File: config.mk
export PLATFORM = sky130hd
export DESIGN_NAME = apb_cmd_arbiter
export DESIGN_NICKNAME = d
export VERILOG_FILES = /design/src/rtl/apb_cmd_arbiter.sv
export SDC_FILE = /design/constraint.sdc
export NUM_CORES = 1
export LEC_CHECK = 0
export CAP_MARGIN = 20
export CORE_AREA = 2 2 119 121
export DETAILED_ROUTE_END_ITERATION = 10
export DIE_AREA = 0 0 121 123
export HOLD_SLACK_MARGIN = 0.12
export PLACE_DENSITY = 0.73
export SETUP_SLACK_MARGIN = 0.1
export SLEW_MARGIN = 5
export SYNTH_ARGS = -nofsm -noshare
export SYNTH_HDL_FRONTEND = slang
export SYNTH_SLANG_ARGS = --single-unit
File: constraint.sdc
create_clock -name pclk -period 1.65 [get_ports pclk]
set_input_delay 0.2475 -clock pclk [delete_from_list [all_inputs] [get_ports pclk]]
set_output_delay 0.2475 -clock pclk [all_outputs]
set_load 0.05 [all_outputs]
File: src/rtl/apb_cmd_arbiter.sv
// Round-robin arbiter sharing one APB master command/response port among N requesters.
// One transaction in flight; the command is latched at grant, and completion is routed back to the winner.
module apb_cmd_arbiter #(
  parameter  int unsigned N  = 4,
  parameter  int unsigned DW = 32,
  parameter  int unsigned AW = 8,
  localparam int unsigned SW = DW / 8,
  localparam int unsigned CW = 1 + SW + DW + AW,
  localparam int unsigned RW = 1 + DW,
  localparam int unsigned GW = $clog2(N)
) (
  input  logic            pclk,
  input  logic            presetn,
  input  logic [N*CW-1:0] i_req_cmd,
  input  logic [N-1:0]    i_req_valid,
  output logic [RW-1:0]   o_req_resp,
  output logic [N-1:0]    o_req_ready,
  output logic [CW-1:0]   o_m_cmd,
  output logic            o_m_valid,
  input  logic [RW-1:0]   i_m_resp,
  input  logic            i_m_ready,
  output logic            o_busy,
  output logic [GW-1:0]   o_gnt_id
);

  typedef enum logic [1:0] {
    ST_ARB   = 2'd0,
    ST_ISSUE = 2'd1,
    ST_WAIT  = 2'd2
  } state_e;

  state_e          state_q, state_d;
  logic [CW-1:0]   cmd_q, cmd_d;
  logic [GW-1:0]   gnt_q, gnt_d;
  logic [GW-1:0]   last_q, last_d;
  logic            m_valid_q, m_valid_d;
  logic            busy_q, busy_d;
  logic [N-1:0]    req_ready_c;

  logic [CW-1:0]   cmd_arr [N];
  logic [GW-1:0]   scan_idx;
  logic [GW-1:0]   pick_idx;
  logic            pick_found;

  for (genvar g = 0; g < N; g++) begin : g_cmd
    assign cmd_arr[g] = i_req_cmd[g*CW +: CW];
  end

  // First valid requester scanning upward from the one after the last winner.
  always_comb begin
    scan_idx   = '0;
    pick_idx   = '0;
    pick_found = 1'b0;
    for (int unsigned k = 1; k <= N; k++) begin
      scan_idx = GW'((32'(last_q) + k) % N);
      if (!pick_found && i_req_valid[scan_idx]) begin
        pick_found = 1'b1;
        pick_idx   = scan_idx;
      end
    end
  end

  always_comb begin
    state_d     = state_q;
    cmd_d       = cmd_q;
    gnt_d       = gnt_q;
    last_d      = last_q;
    m_valid_d   = 1'b0;
    busy_d      = busy_q;
    req_ready_c = '0;
    case (state_q)
      ST_ARB: begin
        if (pick_found) begin
          state_d   = ST_ISSUE;
          cmd_d     = cmd_arr[pick_idx];
          gnt_d     = pick_idx;
          m_valid_d = 1'b1;
          busy_d    = 1'b1;
        end
      end
      ST_ISSUE: begin
        state_d = ST_WAIT;
      end
      ST_WAIT: begin
        // Completion is acknowledged in the same cycle the master reports it.
        if (i_m_ready) begin
          req_ready_c[gnt_q] = 1'b1;
          last_d             = gnt_q;
          busy_d             = 1'b0;
          state_d            = ST_ARB;
        end
      end
      default: begin
        state_d = ST_ARB;
        busy_d  = 1'b0;
      end
    endcase
  end

  always_ff @(posedge pclk or negedge presetn) begin
    if (!presetn) begin
      state_q   <= ST_ARB;
      cmd_q     <= '0;
      gnt_q     <= '0;
      last_q    <= GW'(N - 1);
      m_valid_q <= 1'b0;
      busy_q    <= 1'b0;
    end else begin
      state_q   <= state_d;
      cmd_q     <= cmd_d;
      gnt_q     <= gnt_d;
      last_q    <= last_d;
      m_valid_q <= m_valid_d;
      busy_q    <= busy_d;
    end
  end

  assign o_m_cmd     = cmd_q;
  assign o_m_valid   = m_valid_q;
  assign o_busy      = busy_q;
  assign o_gnt_id    = gnt_q;
  assign o_req_ready = req_ready_c;
  assign o_req_resp  = i_m_resp;

endmodule

; ---- Word level (Yosys, flattened, before mapping)
; Index checks and enable logic that the tools add are counted.
[totals]
rom_bits = 0
ram_bits = 0
word_cells = 66
ff_bits = 53
latch_bits = 0
mem_count = 0
[op_classes]
order_cmp = 7
div = 0
n_mul = 0
n_shift = 0
mux = 31
n_reduce_logical = 12
bitwise_logic = 2
add_sub_neg = 4
eq_ne = 4
[ops]
columns = op, n
row1 = 45-bit binary-select mux with 2-bit select, 1
row2 = 45-bit two-way mux, 2
row3 = 2-bit by 3-bit less-than comparator with 1-bit output (second input constant), 5
row4 = 1-bit two-way mux, 13
row5 = 2-bit two-way mux, 6
row6 = 1-bit binary-select mux with 2-bit select, 4
row7 = 4-bit two-way mux, 2
row8 = 2-bit one-hot mux with 3 select lines, 1
row9 = 2-bit AND reduction, 3
row10 = 2-bit by 1-bit adder with 2-bit output (second input constant), 2
row11 = 2-bit adder (second input constant), 2
row12 = 1-bit logical AND, 4
row13 = 2-bit inequality test (second input constant), 2
row14 = 3-bit >= comparator (second input constant), 1
row15 = 1-bit zero test, 3
row16 = 2-bit NOT with 3-bit output, 1
row17 = 1-bit one-hot mux with 3 select lines, 1
row18 = 3-bit AND reduction, 1
row19 = 1-bit demux with 2-bit select, 1
row20 = 2-bit by 1-bit equality test with 1-bit output (second input constant), 1
row21 = 2-bit equality test (second input constant), 1
row22 = 2-bit by 1-bit >= comparator with 1-bit output (second input constant), 1
row23 = 2-bit zero test, 1
row24 = 1-bit NOT, 1

; ---- Longest topological paths before layout
[depth]
depth_word = 17
depth_mapped = 8

; ---- Least setup slack after synthesis
; OpenSTA, ideal clock, no wires.
[synth_timing]
path_kind = register -> output
from = register gnt_q[0], in the netlist o_gnt_id[0]
to = output port o_req_ready[1]
required_time_ns = 1.402
path_slack_ns = -0.495
arrival_time_ns = 1.898
stages_incl_launch_ff = 3
path_cell_list = dfrtp_1 inv_1 nor3_1
[synth_between]
elab_chain_cells = 6
[synth_lines]
columns = element, line
row1 = from (decl), 34  ; logic [GW-1:0] gnt_q, gnt_d;
row2 = from (signal assigned), 111  ; gnt_q <= gnt_d;
row3 = 2-bit by 3-bit less-than comparator with 1-bit output (not written as such) / 2-bit by 1-bit >= comparator with 1-bit output (equally long branches), 87  ; req_ready_c[gnt_q] = 1'b1;
row4 = 1-bit logical AND (not written as such), 87
row5 = 1-bit two-way mux (not written as such), 87
row6 = 1-bit demux with 2-bit select *, 87
row7 = 4-bit two-way mux *, 86  ; if (i_m_ready) begin
row8 = 4-bit two-way mux *, 71  ; case (state_q)
row9 = to (decl), 17  ; output logic [N-1:0] o_req_ready,
; Every way passes the cells marked *; elsewhere a longest branch is shown, timed or not.

; ---- Final worst setup path
[layout_timing]
from = register last_q[1]
to = register cmd_q[0], in the netlist o_m_cmd[0]
[layout_between]
elab_chain_cells = 17
[layout_lines]
columns = element, line
row1 = from (decl), 35  ; logic [GW-1:0] last_q, last_d;
row2 = from (signal assigned), 105  ; last_q <= GW'(N - 1);
row3 = from (signal assigned), 112  ; last_q <= last_d;
row4 = 2-bit by 1-bit adder with 2-bit output, 55  ; scan_idx = GW'((32'(last_q) + k) % N);
row5 = 1-bit binary-select mux with 2-bit select, 56  ; if (!pick_found && i_req_valid[scan_idx]) begin
row6 = 1-bit two-way mux (not written as such), 56
row7 = 1-bit two-way mux, 56
row8 = 1-bit zero test, 56
row9 = 1-bit logical AND, 56
row10 = 1-bit two-way mux, 56
row11 = 1-bit zero test, 56
row12 = 1-bit logical AND, 56
row13 = 1-bit two-way mux, 56
row14 = 1-bit zero test, 56
row15 = 1-bit logical AND, 56
row16 = 2-bit two-way mux, 56
row17 = 2-bit NOT with 3-bit output (not written as such), 75  ; cmd_d = cmd_arr[pick_idx];
row18 = 45-bit binary-select mux with 2-bit select, 75
row19 = 45-bit two-way mux (not written as such) (2 in series), 75
row20 = to (signal assigned), 110  ; cmd_q <= cmd_d;
row21 = to (decl), 33  ; logic [CW-1:0] cmd_q, cmd_d;
; Parallel ways exist; a longest one is shown, timed or not. The select of a mux whose other input is x is not followed.
; A chain may end at the register's enable or synchronous reset.

==> results.json <==
{
  "tightestPinTransition_ns": 0.307,
  "grt_usage_pct": 16.5,
  "p_leak_nw": 2.93,
  "tritoncts": "yes",
  "cp_max_fo": 7,
  "fill_cells": 1190,
  "coreArea_um2": 13600,
  "r2r_slack_ns": -0.32,
  "worstRegToRegCells": 9,
  "rsz0062_at_grt": "true",
  "dr.pass1.iters": 4,
  "ys_types": 29,
  "drive_gt1_share_pct": 36.2,
  "multi_input_area_um2": 2290,
  "grt_pass1_wl_um": 19400,
  "end_kind": "flop",
  "postSynthAreaPerCell_um2": 11.3,
  "final-seq-area_um2": 1330,
  "vias": 3631,
  "nets": 793,
  "ys_seq_area_share_pct": 35.0,
  "violations": "setup timing",
  "reg2reg_from": "last_q[1]",
  "worstPathArrival_ns": 2.14,
  "yosys.area.top_type": "dfrtp_1",
  "root_buffer": "clkbuf_16",
  "grt_start_max_net_pins": 54,
  "tns_ns": -11.07,
  "clock_sinks": 53,
  "cts_buffer_depth": 2,
  "drc": 0,
  "globalplace.congestion": 0.785,
  "clkTransAtPathRegs_ns": 0.07,
  "drtIter0Drc": 90,
  "die_w_um": 121,
  "synth_edf_count": 0,
  "synth_area_leaders": "dfrtp_1 (34%), mux2i_1 (24%), o221ai_2 (17%)",
  "grt_antenna_before_repair": 0,
  "min_period_ns": 1.97,
  "setup_ws_ns": -0.321,
  "synth_nets": 555,
  "synthArstFlopShare_pct": 100,
  "area_growth_syn_to_layout_pct": 81.6,
  "grt_pass1_vias": 3979,
  "syn_inst": 335,
  "skew_ns": 0.00683,
  "pre_cts_slack_ns": -0.558,
  "cts.htree.levels": 2,
  "max_cap_viol_count": 0,
  "start_kind": "flop",
  "synth_most_common_cell": "mux2i_1",
  "ys.flop_type": "dfrtp_1",
  "synth.top_cells.by_count": "mux2i_1 (90), nand2_1 (54), dfrtp_1 (51)",
  "dpl.hpwl_um": 9730,
  "grt.overflow.total": 0,
  "ir_drop_uv": 856,
  "vias_per_cell": 4.82,
  "status": "complete, but fails checks",
  "fin_crit_sh_pct": 119,
  "r2r_end": "o_m_cmd[0]",
  "hold_path_class": "in2async",
  "cts_buffers": 5,
  "timing.fmax_ghz": 0.507,
  "diodes": 0,
  "relSlewSlack_pct": 79.5,
  "die_h_um": 123,
  "syn-cell-area_um2": 3800,
  "hold_viol_final": 0,
  "start_util_pct": 27.9,
  "powerDensity_nw_per_um2": 1780,
  "clock_latency_ns": 0.29,
  "wire_per_inst_um": 17.5,
  "critical_path_class": "reg2reg",
  "rows": 43,
  "die_area_um2": 14900,
  "yosysWarnings": 0,
  "required_ns": 1.82,
  "setup_viol": 46,
  "routed_wl_um": 13200,
  "slew_viol_final": 0,
  "synth_seq_cells": 53,
  "boundaryPins": 306,
  "port_buffers": 239,
  "yosys.area.top_type_share_pct": 33.6,
  "antenna_left": 0
}
[registers in the layout, indices dropped and copies added, names as in the netlist]
name / cells
state_q: 2
o_busy: 1
o_gnt_id: 2
o_m_cmd: 45
o_m_valid: 1
last_q: 2
[worst max-delay path by stage]
stage,start,end,depth (start not counted)
floorplan,last_q[1],o_m_cmd[0],7
global placement,i_req_valid[3],o_m_cmd[6],8
detailed placement,i_req_valid[3],o_m_cmd[10],8
CTS,last_q[1],o_m_cmd[35],8
global route,last_q[1],o_m_cmd[0],9
finish,last_q[1],o_m_cmd[0],9
[critical path, cell delays in order (launching register included)]
cell,delay (ns)
dfstp_2,0.57
buf_4,0.12
nand2_1,0.06
a21o_1,0.19
o221ai_4,0.10
buf_12,0.17
buf_8,0.13
buf_6,0.13
mux2i_1,0.26
o221ai_2,0.12
[per-layer routing]
metal  global-route usage, %  up-vias  share of wire [%]
met5                       0        -                  0
met4                    4.14        0                1.4
met3                    4.98       19                9.4
met2                    31.8      205                 53
met1                    17.4     1721                 36
li1                        -     1686                  -
[through the flow]
step	utilization, %	hold WS [ns]	power (mW)	instances	area [um^2]
2_1_floorplan	-	-0.0481	8.04	335	3820
3_3_place_gp	46.0	0.269	10.2	730	6250
3_5_place_dp	46.0	0.275	10.4	730	6250
4_1_cts	49.3	0.493	12.0	748	6710
5_1_grt	50.7	0.495	13.0	754	6900
6_report	50.7	0.483	12.3	754	6900
[layout by cell type, fill, tap and decap left out, types with 3 or more instances in the layout]
cell	netlist	routed
clkdlybuf4s50_1	0	183
buf_4	35	76
mux2i_1	90	56
nand2_1	54	53
dfrtp_1	51	49
o221ai_2	42	44
mux2i_2	0	25
buf_12	0	15
mux2i_4	0	9
buf_6	19	8
clkbuf_16	0	7
nor2_1	6	4
a21oi_1	4	3
nand2b_1	4	3
[area by class of cell]
class | instances | share of cell area, %
clock buffers | 8 | 2.12
inverters | 3 | 0.236
multi-input cells | 221 | 33.2
flip-flops and latches | 53 | 19.3
well taps | 180 | 3.27
repair buffers | 289 | 41.9
[cells by family (layout without fill, tap and decap cells)]
kind of cell	count (synthesis)	in the layout	synth area share, %
AO/OA/AOI/OAI	56	56	19.1
buffers and inverters	61	300	13.4
flip-flops	53	53	35.0
multiplexers	91	91	24.0
AND/OR/NAND/NOR	74	74	8.47
[report_power, final]
part / internal [mW] / leakage (nW) / switching (mW)
registers: 1.98 / 0.646 / 0.456
logic: 3.81 / 2.21 / 4.97
clock network: 0.607 / 0.0712 / 0.464
[timing repair]
item | CTS | global route
buffers inserted | 9 | 2
endpoints found under the hold margin | 51 | 0
cloned | 0 | 4
pin swaps | 10 | 3
hold buffers | 1 | 0
gates resized for setup | 53 | 21
endpoints found under the setup margin | 52 | 51
No activity file was read; power rests on OpenSTA's default activity.
